$ cat config.mk
export PLATFORM = sky130hd
export DESIGN_NAME = reorder_buffer
export DESIGN_NICKNAME = d
export VERILOG_FILES = /design/src/rtl/reorder_buffer_pkg.sv /design/src/rtl/reorder_buffer.sv
export SDC_FILE = /design/constraint.sdc
export NUM_CORES = 2
export LEC_CHECK = 0
export ABC_AREA = 1
export BUFFER_PORTS_ARGS = -buffer_cell sky130_fd_sc_hd__clkbuf_2
export CAP_MARGIN = 20
export CELL_PAD_IN_SITES_DETAIL_PLACEMENT = 0
export CELL_PAD_IN_SITES_GLOBAL_PLACEMENT = 1
export CORE_MARGIN = 2
export CORE_UTILIZATION = 45
export CTS_CLUSTER_DIAMETER = 200
export DETAILED_ROUTE_END_ITERATION = 16
export GPL_TIMING_DRIVEN = 0
export PLACE_DENSITY = 0.71
export REMOVE_ABC_BUFFERS = 1
export SETUP_SLACK_MARGIN = 0.05
export SYNTH_ARGS = -nofsm -noshare
export SYNTH_HDL_FRONTEND = slang
export SYNTH_SLANG_ARGS = --single-unit
$ cat constraint.sdc
create_clock -name clk_in -period 10.8 [get_ports clk_in]
set_input_delay 1.08 -clock clk_in [delete_from_list [all_inputs] [get_ports clk_in]]
set_output_delay 1.08 -clock clk_in [all_outputs]
set_load 0.005 [all_outputs]
$ cat src/rtl/reorder_buffer_pkg.sv
// Shared definitions for the reorder buffer: tag width, depth, bus widths,
// opcode encodings and opcode-class helpers.
package reorder_buffer_pkg;

  localparam int unsigned ROB_AW    = 4;
  localparam int unsigned ROB_DEPTH = 1 << ROB_AW;
  localparam int unsigned OP_W      = 6;
  localparam int unsigned DATA_W    = 32;
  localparam int unsigned ADDR_W    = 32;
  localparam int unsigned REG_W     = 5;

  typedef logic [ROB_AW-1:0] rob_tag_t;

  // Decoded opcode encodings carried on the dispatch OpBus.
  localparam logic [OP_W-1:0] OP_NOP   = 6'd0;
  localparam logic [OP_W-1:0] OP_LUI   = 6'd1;
  localparam logic [OP_W-1:0] OP_AUIPC = 6'd2;
  localparam logic [OP_W-1:0] OP_JAL   = 6'd3;
  localparam logic [OP_W-1:0] OP_JALR  = 6'd4;
  localparam logic [OP_W-1:0] OP_BEQ   = 6'd5;
  localparam logic [OP_W-1:0] OP_BNE   = 6'd6;
  localparam logic [OP_W-1:0] OP_BLT   = 6'd7;
  localparam logic [OP_W-1:0] OP_BGE   = 6'd8;
  localparam logic [OP_W-1:0] OP_BLTU  = 6'd9;
  localparam logic [OP_W-1:0] OP_BGEU  = 6'd10;
  localparam logic [OP_W-1:0] OP_LB    = 6'd11;
  localparam logic [OP_W-1:0] OP_LH    = 6'd12;
  localparam logic [OP_W-1:0] OP_LW    = 6'd13;
  localparam logic [OP_W-1:0] OP_LBU   = 6'd14;
  localparam logic [OP_W-1:0] OP_LHU   = 6'd15;
  localparam logic [OP_W-1:0] OP_SB    = 6'd16;
  localparam logic [OP_W-1:0] OP_SH    = 6'd17;
  localparam logic [OP_W-1:0] OP_SW    = 6'd18;
  localparam logic [OP_W-1:0] OP_ADDI  = 6'd19;
  localparam logic [OP_W-1:0] OP_SLTI  = 6'd20;
  localparam logic [OP_W-1:0] OP_XORI  = 6'd21;
  localparam logic [OP_W-1:0] OP_ORI   = 6'd22;
  localparam logic [OP_W-1:0] OP_ANDI  = 6'd23;
  localparam logic [OP_W-1:0] OP_ADD   = 6'd24;
  localparam logic [OP_W-1:0] OP_SUB   = 6'd25;
  localparam logic [OP_W-1:0] OP_AND   = 6'd26;
  localparam logic [OP_W-1:0] OP_OR    = 6'd27;
  localparam logic [OP_W-1:0] OP_XOR   = 6'd28;

  function automatic logic is_store(input logic [OP_W-1:0] op);
    return (op == OP_SB) || (op == OP_SH) || (op == OP_SW);
  endfunction

  function automatic logic is_branch(input logic [OP_W-1:0] op);
    return (op >= OP_BEQ) && (op <= OP_BGEU);
  endfunction

  function automatic logic is_jump(input logic [OP_W-1:0] op);
    return (op == OP_JAL) || (op == OP_JALR);
  endfunction

endpackage

$ cat src/rtl/reorder_buffer.sv
// Circular in-order reorder buffer: allocates at tail, captures ALU/LSB
// results out of order, commits one entry per cycle from head, and flushes
// everything when a committing branch/jump was mispredicted.
module reorder_buffer
  import reorder_buffer_pkg::*;
(
  input  logic                clk_in,
  input  logic                rst_n_in,
  input  logic                rdy_in,
  input  logic                disp_valid,
  input  logic [OP_W-1:0]     disp_op,
  input  logic [REG_W-1:0]    disp_rd,
  input  logic [ADDR_W-1:0]   disp_pc,
  input  logic                disp_pred,
  output logic [ROB_AW-1:0]   ROB_nxtpos,
  output logic                rob_full,
  input  logic [ROB_AW-1:0]   q1_tag,
  input  logic [ROB_AW-1:0]   q2_tag,
  output logic                q1_ready,
  output logic                q2_ready,
  output logic [DATA_W-1:0]   q1_value,
  output logic [DATA_W-1:0]   q2_value,
  input  logic                alu_valid,
  input  logic [ROB_AW-1:0]   alu_tag,
  input  logic [DATA_W-1:0]   alu_value,
  input  logic                alu_taken,
  input  logic [ADDR_W-1:0]   alu_target,
  input  logic                lsb_valid,
  input  logic [ROB_AW-1:0]   lsb_tag,
  input  logic [DATA_W-1:0]   lsb_value,
  output logic                commit_valid,
  output logic [REG_W-1:0]    commit_rd,
  output logic [DATA_W-1:0]   commit_value,
  output logic [ROB_AW-1:0]   commit_tag,
  output logic                store_commit,
  output logic                flush_out,
  output logic [ADDR_W-1:0]   flush_pc
);

  localparam logic [ROB_AW-1:0] TAG_ONE  = 1;
  localparam logic [ROB_AW:0]   CNT_ONE  = 1;
  localparam logic [ROB_AW:0]   CNT_FULL = ROB_DEPTH[ROB_AW:0];

  // Pointers and occupancy; count is one bit wider than the tags so that
  // full and empty stay distinguishable when head == tail.
  logic [ROB_AW-1:0]    r_head;
  logic [ROB_AW-1:0]    r_tail;
  logic [ROB_AW:0]      r_count;

  // Per-entry state
  logic [ROB_DEPTH-1:0] r_valid;
  logic [ROB_DEPTH-1:0] r_ready;
  logic [ROB_DEPTH-1:0] r_pred;
  logic [ROB_DEPTH-1:0] r_taken;
  logic [OP_W-1:0]      r_op     [ROB_DEPTH];
  logic [REG_W-1:0]     r_rd     [ROB_DEPTH];
  logic [ADDR_W-1:0]    r_pc     [ROB_DEPTH];
  logic [DATA_W-1:0]    r_value  [ROB_DEPTH];
  logic [ADDR_W-1:0]    r_target [ROB_DEPTH];

  // Registered commit/flush outputs
  logic                 r_commit_valid;
  logic [REG_W-1:0]     r_commit_rd;
  logic [DATA_W-1:0]    r_commit_value;
  logic [ROB_AW-1:0]    r_commit_tag;
  logic                 r_store_commit;
  logic                 r_flush;
  logic [ADDR_W-1:0]    r_flush_pc;

  logic [OP_W-1:0]      w_head_op;
  logic                 w_head_store;
  logic                 w_head_jump;
  logic                 w_head_ctrl;
  logic [ADDR_W-1:0]    w_head_pc4;
  logic                 w_commit;
  logic                 w_flush;
  logic                 w_alloc;
  logic                 w_alu_wr;
  logic                 w_lsb_wr;

  assign w_head_op    = r_op[r_head];
  assign w_head_store = is_store(w_head_op);
  assign w_head_jump  = is_jump(w_head_op);
  assign w_head_ctrl  = is_branch(w_head_op) || w_head_jump;
  assign w_head_pc4   = r_pc[r_head] + 32'd4;

  assign rob_full   = (r_count == CNT_FULL);
  assign ROB_nxtpos = r_tail;

  // Commit is decided from registered entry state only, so a result
  // written on one edge can commit no earlier than the following edge.
  assign w_commit = rdy_in && r_valid[r_head] && r_ready[r_head];
  assign w_flush  = w_commit && w_head_ctrl && (r_taken[r_head] != r_pred[r_head]);
  assign w_alloc  = rdy_in && disp_valid && !rob_full && !w_flush;
  assign w_alu_wr = rdy_in && alu_valid && r_valid[alu_tag];
  assign w_lsb_wr = rdy_in && lsb_valid && r_valid[lsb_tag];

  assign commit_valid = r_commit_valid;
  assign commit_rd    = r_commit_rd;
  assign commit_value = r_commit_value;
  assign commit_tag   = r_commit_tag;
  assign store_commit = r_store_commit;
  assign flush_out    = r_flush;
  assign flush_pc     = r_flush_pc;

  // Pointer, occupancy and valid/ready bookkeeping; a flush wipes all of it.
  always_ff @(posedge clk_in or negedge rst_n_in) begin
    if (!rst_n_in) begin
      r_head  <= '0;
      r_tail  <= '0;
      r_count <= '0;
      r_valid <= '0;
      r_ready <= '0;
    end else if (rdy_in) begin
      if (w_flush) begin
        r_head  <= '0;
        r_tail  <= '0;
        r_count <= '0;
        r_valid <= '0;
        r_ready <= '0;
      end else begin
        // Later assignments win: commit clears the head after any same-edge
        // writeback, and allocation never targets a live entry.
        if (w_lsb_wr) r_ready[lsb_tag] <= 1'b1;
        if (w_alu_wr) r_ready[alu_tag] <= 1'b1;
        if (w_commit) begin
          r_valid[r_head] <= 1'b0;
          r_ready[r_head] <= 1'b0;
          r_head          <= r_head + TAG_ONE;
        end
        if (w_alloc) begin
          r_valid[r_tail] <= 1'b1;
          r_ready[r_tail] <= 1'b0;
          r_tail          <= r_tail + TAG_ONE;
        end
        case ({w_alloc, w_commit})
          2'b10:   r_count <= r_count + CNT_ONE;
          2'b01:   r_count <= r_count - CNT_ONE;
          default: r_count <= r_count;
        endcase
      end
    end
  end

  // Entry payload; only meaningful while the matching valid bit is set.
  always_ff @(posedge clk_in) begin
    if (rdy_in) begin
      if (w_alloc) begin
        r_op[r_tail]   <= disp_op;
        r_rd[r_tail]   <= disp_rd;
        r_pc[r_tail]   <= disp_pc;
        r_pred[r_tail] <= disp_pred;
      end
      if (w_lsb_wr) r_value[lsb_tag] <= lsb_value;
      if (w_alu_wr) begin
        r_value[alu_tag]  <= alu_value;
        r_taken[alu_tag]  <= alu_taken;
        r_target[alu_tag] <= alu_target;
      end
    end
  end

  // Commit/flush outputs: one-cycle pulses, data held between commits.
  always_ff @(posedge clk_in or negedge rst_n_in) begin
    if (!rst_n_in) begin
      r_commit_valid <= 1'b0;
      r_commit_rd    <= '0;
      r_commit_value <= '0;
      r_commit_tag   <= '0;
      r_store_commit <= 1'b0;
      r_flush        <= 1'b0;
      r_flush_pc     <= '0;
    end else if (w_commit) begin
      r_commit_valid <= !w_head_store && (r_rd[r_head] != '0);
      r_commit_rd    <= r_rd[r_head];
      r_commit_value <= w_head_jump ? w_head_pc4 : r_value[r_head];
      r_commit_tag   <= r_head;
      r_store_commit <= w_head_store;
      r_flush        <= w_flush;
      if (w_flush) r_flush_pc <= r_taken[r_head] ? r_target[r_head] : w_head_pc4;
    end else begin
      r_commit_valid <= 1'b0;
      r_store_commit <= 1'b0;
      r_flush        <= 1'b0;
    end
  end

  // Operand query 1: stored result, else same-cycle bus bypass (ALU wins).
  always_comb begin
    q1_ready = r_valid[q1_tag] && r_ready[q1_tag];
    q1_value = r_value[q1_tag];
    if (lsb_valid && (lsb_tag == q1_tag)) begin
      q1_ready = 1'b1;
      q1_value = lsb_value;
    end
    if (alu_valid && (alu_tag == q1_tag)) begin
      q1_ready = 1'b1;
      q1_value = alu_value;
    end
  end

  // Operand query 2: same resolution as query 1.
  always_comb begin
    q2_ready = r_valid[q2_tag] && r_ready[q2_tag];
    q2_value = r_value[q2_tag];
    if (lsb_valid && (lsb_tag == q2_tag)) begin
      q2_ready = 1'b1;
      q2_value = lsb_value;
    end
    if (alu_valid && (alu_tag == q2_tag)) begin
      q2_ready = 1'b1;
      q2_value = alu_value;
    end
  end

endmodule

# Word level (Yosys, flattened, before mapping)

Memories as Yosys holds them, arrays and structs flattened.
Index checks and enable logic that the tools add are counted.

Add/subtract/negate cells: 5
Magnitude comparators: 12
Equality and inequality tests: 13
Multiplexer cells: 74
Bitwise operators: 8
Reductions and logical operators: 40

Operator list:

| kind                                                                                | number |
|---|---|
| 16-bit 2-to-1 mux                                                                   | 16 |
| 32-bit 2-to-1 mux                                                                   | 6 |
| 16-bit bitwise AND                                                                  | 3 |
| 16-bit OR                                                                           | 3 |
| 1-bit binary-select mux with 4-bit select                                           | 10 |
| 32-bit by 3-bit adder with 32-bit output, second input constant                     | 1 |
| 16-bit bitwise mux                                                                  | 2 |
| 16-bit NOT                                                                          | 2 |
| 4-bit by 5-bit less-than comparator with 1-bit output, second input constant        | 6 |
| 1-bit 2-to-1 mux                                                                    | 30 |
| 1-bit logical AND                                                                   | 23 |
| 6-bit by 5-bit equality test with 1-bit output, second input constant               | 3 |
| 1-bit demux with 4-bit select                                                       | 4 |
| 4-bit equality test                                                                 | 4 |
| 4-bit by 1-bit greater-or-equal comparator with 1-bit output, second input constant | 4 |
| 4-bit 2-to-1 mux                                                                    | 4 |
| 2-bit AND reduction                                                                 | 6 |
| 5-bit one-hot mux with 2 select lines                                               | 1 |
| 4-bit by 1-bit adder with 4-bit output, second input constant                       | 2 |
| 6-bit by 2-bit equality test with 1-bit output, second input constant               | 1 |
| 6-bit by 3-bit equality test with 1-bit output, second input constant               | 1 |
| 6-bit by 3-bit greater-or-equal comparator with 1-bit output, second input constant | 1 |
| 6-bit by 4-bit less-or-equal comparator with 1-bit output, second input constant    | 1 |
| 5-bit by 1-bit adder with 5-bit output, second input constant                       | 1 |
| other kinds (11)                                                                    | 17 |

Flip-flop bits (word level): 153
RAM bits: 1,712
Input bits: 163
Output and inout bits: 147
Logic and storage cells: 171
Memories kept: 5

Memory list:

| memory   | words | width | rd ports | clocked after Yosys merged registers in | wr ports | RTL line             | RTL |
|---|---|---|---|---|---|---|---|
| r_pc     | 16    | 32    | 1        | 0                                       | 1        | reorder_buffer.sv:57 | `logic [ADDR_W-1:0] r_pc [ROB_DEPTH];` |
| r_target | 16    | 32    | 1        | 0                                       | 1        | reorder_buffer.sv:59 | `logic [ADDR_W-1:0] r_target [ROB_DEPTH];` |
| r_value  | 16    | 32    | 3        | 0                                       | 2        | reorder_buffer.sv:58 | `logic [DATA_W-1:0] r_value [ROB_DEPTH];` |
| r_op     | 16    | 6     | 1        | 0                                       | 1        | reorder_buffer.sv:55 | `logic [OP_W-1:0] r_op [ROB_DEPTH];` |
| r_rd     | 16    | 5     | 1        | 0                                       | 1        | reorder_buffer.sv:56 | `logic [REG_W-1:0] r_rd [ROB_DEPTH];` |

# Longest topological paths before layout

Depth in word-level cells: 19
Gate-level depth with buffers: 29
Gate-level depth less buffers: 28

# Worst setup path before layout

OpenSTA, ideal clock, no wires.

Kind: input -> register
From: input port lsb_tag[1]
To: register r_ready[15]
Library setup time: 64 ps
Data arrival time: 4,913 ps
Required time: 10,736 ps
Setup slack: 5,823 ps
Stages on the path: 14
Path buffers: 0
Cells stage by stage: inv_1 -> nor2_1 -> inv_1 -> o21ai_0 -> nor2_1 -> o2111ai_1 -> nand3_1 -> inv_1 -> nand2_1 -> o21ai_0 -> o21ai_0 -> nor3_1 -> a21oi_1 -> inv_1

Word-level cells in the longest chain between the ends: 19
Elaborated cells on any way between the ends: 23
Those cells by class: order compare (2); mux (15); bitwise (4); reduce/logical (2)

Ends and longest elaborated chain:

| what                                                                                                                                                               | RTL line              | RTL |
|---|---|---|
| start, declared                                                                                                                                                    | reorder_buffer.sv:29  | `input logic [ROB_AW-1:0] lsb_tag,` |
| 4-bit by 5-bit less-than comparator with 1-bit output (implied by the code) / 4-bit by 1-bit greater-or-equal comparator with 1-bit output (equally long branches) | reorder_buffer.sv:124 | `if (w_lsb_wr) r_ready[lsb_tag] <= 1'b1;` |
| 1-bit logical AND (implied by the code)                                                                                                                            | reorder_buffer.sv:124 |  |
| 1-bit 2-to-1 mux (implied by the code)                                                                                                                             | reorder_buffer.sv:124 |  |
| 1-bit demux with 4-bit select                                                                                                                                      | reorder_buffer.sv:124 |  |
| 16-bit OR (no line)                                                                                                                                                | --                    |  |
| 16-bit 2-to-1 mux (*)                                                                                                                                              | reorder_buffer.sv:124 |  |
| 16-bit 2-to-1 mux (*)                                                                                                                                              | reorder_buffer.sv:115 | `if (w_flush) begin` |
| 16-bit 2-to-1 mux (*)                                                                                                                                              | reorder_buffer.sv:114 | `end else if (rdy_in) begin` |
| [... 3 more ...]                                                                                                                                                   | --                    |  |
| 16-bit 2-to-1 mux (*)                                                                                                                                              | reorder_buffer.sv:114 |  |
| 16-bit bitwise AND (no line)                                                                                                                                       | --                    |  |
| 16-bit 2-to-1 mux (*)                                                                                                                                              | reorder_buffer.sv:126 | `if (w_commit) begin` |
| 16-bit 2-to-1 mux (*)                                                                                                                                              | reorder_buffer.sv:115 |  |
| 16-bit 2-to-1 mux (*)                                                                                                                                              | reorder_buffer.sv:114 |  |
| 16-bit bitwise AND (no line)                                                                                                                                       | --                    |  |
| 16-bit 2-to-1 mux (*)                                                                                                                                              | reorder_buffer.sv:131 | `if (w_alloc) begin` |
| 16-bit 2-to-1 mux (*)                                                                                                                                              | reorder_buffer.sv:115 |  |
| end signal, assigned                                                                                                                                               | reorder_buffer.sv:113 | `r_ready <= '0;` |
| end signal, assigned                                                                                                                                               | reorder_buffer.sv:120 | `r_ready <= '0;` |
| end signal, assigned by index                                                                                                                                      | reorder_buffer.sv:133 | `r_ready[r_tail] <= 1'b0;` |
| end, declared                                                                                                                                                      | reorder_buffer.sv:52  | `logic [ROB_DEPTH-1:0] r_ready;` |

Every way passes the cells marked *; elsewhere a longest branch is shown, timed or not. The select of a mux whose other input is x is not followed.
A chain may end at the register's enable or synchronous reset.

# Worst setup path after layout

From: input port q1_tag[0]
To: output port q1_value[17]

Word-level cells in the longest chain between the ends: 4
Elaborated cells on any way between the ends: 7
Those cells by class: eq/ne (2); mux (2); reduce/logical (2); memory (1)

Ends and longest elaborated chain:

| what                                                            | RTL line              | RTL |
|---|---|---|
| start, declared                                                 | reorder_buffer.sv:17  | `input logic [ROB_AW-1:0] q1_tag,` |
| branches (longest 3 deep; another with memory read 16 x 32 bit) | --                    |  |
| 32-bit 2-to-1 mux (*)                                           | reorder_buffer.sv:196 | `if (alu_valid && (alu_tag == q1_tag)) begin` |
| end, declared                                                   | reorder_buffer.sv:21  | `output logic [DATA_W-1:0] q1_value,` |

Mark *: on every way between the ends.

==> results.yml <==
sta:
  holdWs_ns: 0.120
  tns_ns: 0
  finalCriticalPeriod_ns: 7.47
  setup_ws_ns: 3.33
  setup_viol: 0
  hold_viol: 0
  slew_headroom_pct: 6.61
  slew_viol_final: 0
  tightestPinTransition_ns: 1.40
  finClkSkew_ns: 0.0625
  fin_crit_sh_pct: 69.2
  rsz0062_at_grt: "false"
  fmaxAchievable_ghz: 0.134
job:
  drv_cap: 0
route:
  drt_first_pass_iters: 9
  wl_per_cell_um: 27.6
  ant_nets: 0
  routed_via_density: 6.14
  drtIter0Drc: 10194
  drc_errors: 0
  vias: 74964
  finalWirelength_um: 337000
layout:
  nets: 9511
  areaGrowthSynthToFinish_pct: 14.5
  layout-drive-gt1-share_pct: 9.91
  fill_cells: 17893
  final_area_sq_um: 104000
worst_hold_path:
  hold_class: "primary input to async pin"
logic_synthesis:
  synth_common_cells: "2,112 x o21ai_0, 1,744 x edfxtp_1, 1,447 x nand2_1, 927 x nor2_1, 528 x clkbuf_1"
  yosysSeqAreaShare_pct: 60.7
  synth_area_leaders: "edfxtp_1 57%, o21ai_0 12%, nand2_1 6.0%"
  yosysUniqueCellTypes: 57
  synth_top_cell_area_share_pct: 57.4
  synth_edf_count: 1744
  synthCells: 9434
  synth_top_flop_cell: "edfxtp_1"
  synthArstFlopShare_pct: 6.49
  syn_area_sq_um: 91300
  yosys_warnings: 0
  yosysMostFrequentCell: "o21ai_0"
  synth_top_area_cell: "edfxtp_1"
  avgSynthCellArea_sq_um: 9.68
  synth-seq-cells: 1865
floorplan:
  die_x_um: 454
  die_area_sq_um: 206000
  core_area_sq_um: 202000
  die_h_um: 454
  start_util_pct: 45.2
  rows: 165
  io_pins: 310
critical_path:
  end_kind: "output pin"
  arrival_ns: 6.39
  critPathMaxFanout: 149
  cp.required_ns: 9.72
  critPathLaunchType: "primary input"
  crit_type: "primary input to output pin"
global_route:
  antenna_found_initial: 40
  grt_usage_pct: 31.9
  grt_pass1_vias: 69372
  grt_pass1_wl_um: 481000
  gr-total-overflow: 0
  grt_max_degree: 195
clock_network:
  postCtsSetupBuffers: 0
  htreeDepth: 4
  root_buffer: "clkbuf_16"
  clockBufferDepth: 3
  cts_tree: "yes"
  cts-hold-fix-buffers: 0
  cts_sinks: 1865
  clock_latency_ns: 0.88
  cts-buffers-inserted: 200
  cts_resized: 0
  clk_pin_slew_ns: 0.06
placed_design:
  port_buffers: 309
  place_hpwl_um: 204000
  place_ws_ns: 3.55
  routabilityCongestion: 0.873
  placed_area_sq_um: 97900
power:
  ir_drop_v: 0.000217
  power_density_nw_per_um2: 182
  p_leak_nw: 38.1
  total_power_mw: 19.0
run_status:
  outcome: "completed"
kinds of logic (layout without fill, tap and decap cells):
group,count (synthesis),after routing,synth area share (%)
xor gates and xnor gates,27,27,0.259
AOI/OAI and AO/OA,3404,3404,20.5
adders and majority gates,11,11,0.151
buffers and inverters,1361,1440,6.26
and+or+nand+nor,2766,2766,12.1
DFF,1865,1865,60.7
other,0,21,0
cell usage in the layout, fill, tap and decap left out, drive strengths merged, types with 12 or more instances in the layout:
cell	Yosys	final
o21ai	2183	2183
edfxtp	1744	1744
nand2	1455	1455
nor2	950	950
clkbuf	528	573
inv	523	529
a21oi	506	506
o22ai	282	282
nand3	277	277
buf	302	220
o211ai	131	131
dfrtp	121	121
clkinv	8	99
a211oi	96	96
nand4	62	62
a22o	52	52
a221oi	44	44
o32ai	32	32
xor2	23	23
diode	0	21
o311ai	21	21
nor3	13	13
a2bb2oi	12	12
stage by stage:
step	utilization [%]	std cells
detailed placement	48.5	11804
global placement	45.8	11585
finish	51.8	12206
global route	51.7	12200
floorplan	-	8604
CTS	51.7	12182
worst paths after layout:
check / end / startpoint / slack [ns] / cells past startpoint
min reg2reg: commit_rd[1] / commit_rd[1] / 0.48 / 2
max in group asynchronous: r_head[0] / rst_n_in / 9.71 / 2
min in group clk_in: commit_rd[1] / commit_rd[1] / 0.48 / 2
max: q1_value[17] / q1_tag[0] / 3.33 / 17
max reg2reg: r_pc[14][1] / r_head[1] / 3.83 / 21
min: store_commit / rst_n_in / 0.12 / 1
state kept, by name (all words and copies together) (netlist names):
name	count
r_head	4
r_target	512
r_pc	512
commit_value	32
r_value	512
store_commit	1
flush_out	1
commit_tag	4
r_valid	16
r_ready	16
r_taken	16
r_op	96
r_rd	80
flush_pc	32
r_pred	16
ROB_nxtpos	4
commit_valid	1
commit_rd	5
r_count	5
power breakdown:
group | leakage (nW) | internal [mW] | switching, mW
sequential | 17.3 | 8.10 | 0.150
clock | 3.12 | 3.77 | 2.98
combinational | 17.6 | 1.18 | 2.79
worst max-delay path: stages:
cell and delay [ns]:
clkbuf_8 0.23, buf_16 0.46, buf_16 0.42, buf_16 0.46
inv_2 0.46, o22ai_1 0.22, inv_1 0.06, nand4_1 0.74
buf_8 0.27, buf_8 0.18, nand2_1 0.06, inv_1 0.58
nand3_1 0.17, o311ai_0 0.19, clkdlybuf4s18_2 0.34, inv_1 0.05
clkbuf_2 0.11
metal layers:
layer | track usage [%] | share of wire, %
met1 | 43.0 | 39
met2 | 49.7 | 45
met3 | 4.67 | 9.1
met4 | 17.8 | 6.0
met5 | 0 | 0.041
area by class of cell:
class	instances	area [sq um]	share of cell area, %
Antenna cell	21	52.6	0.0503
Tap cell	2672	3340	3.20
Timing Repair Buffer	531	6530	6.25
Inverter	531	2060	1.97
Clock inverter	114	1080	1.04
Multi-Input combinational cell	6208	30700	29.3
Clock buffer	264	5360	5.13
Sequential cell	1865	55400	53.0
Note: power is estimated with default switching activity, not from simulation.
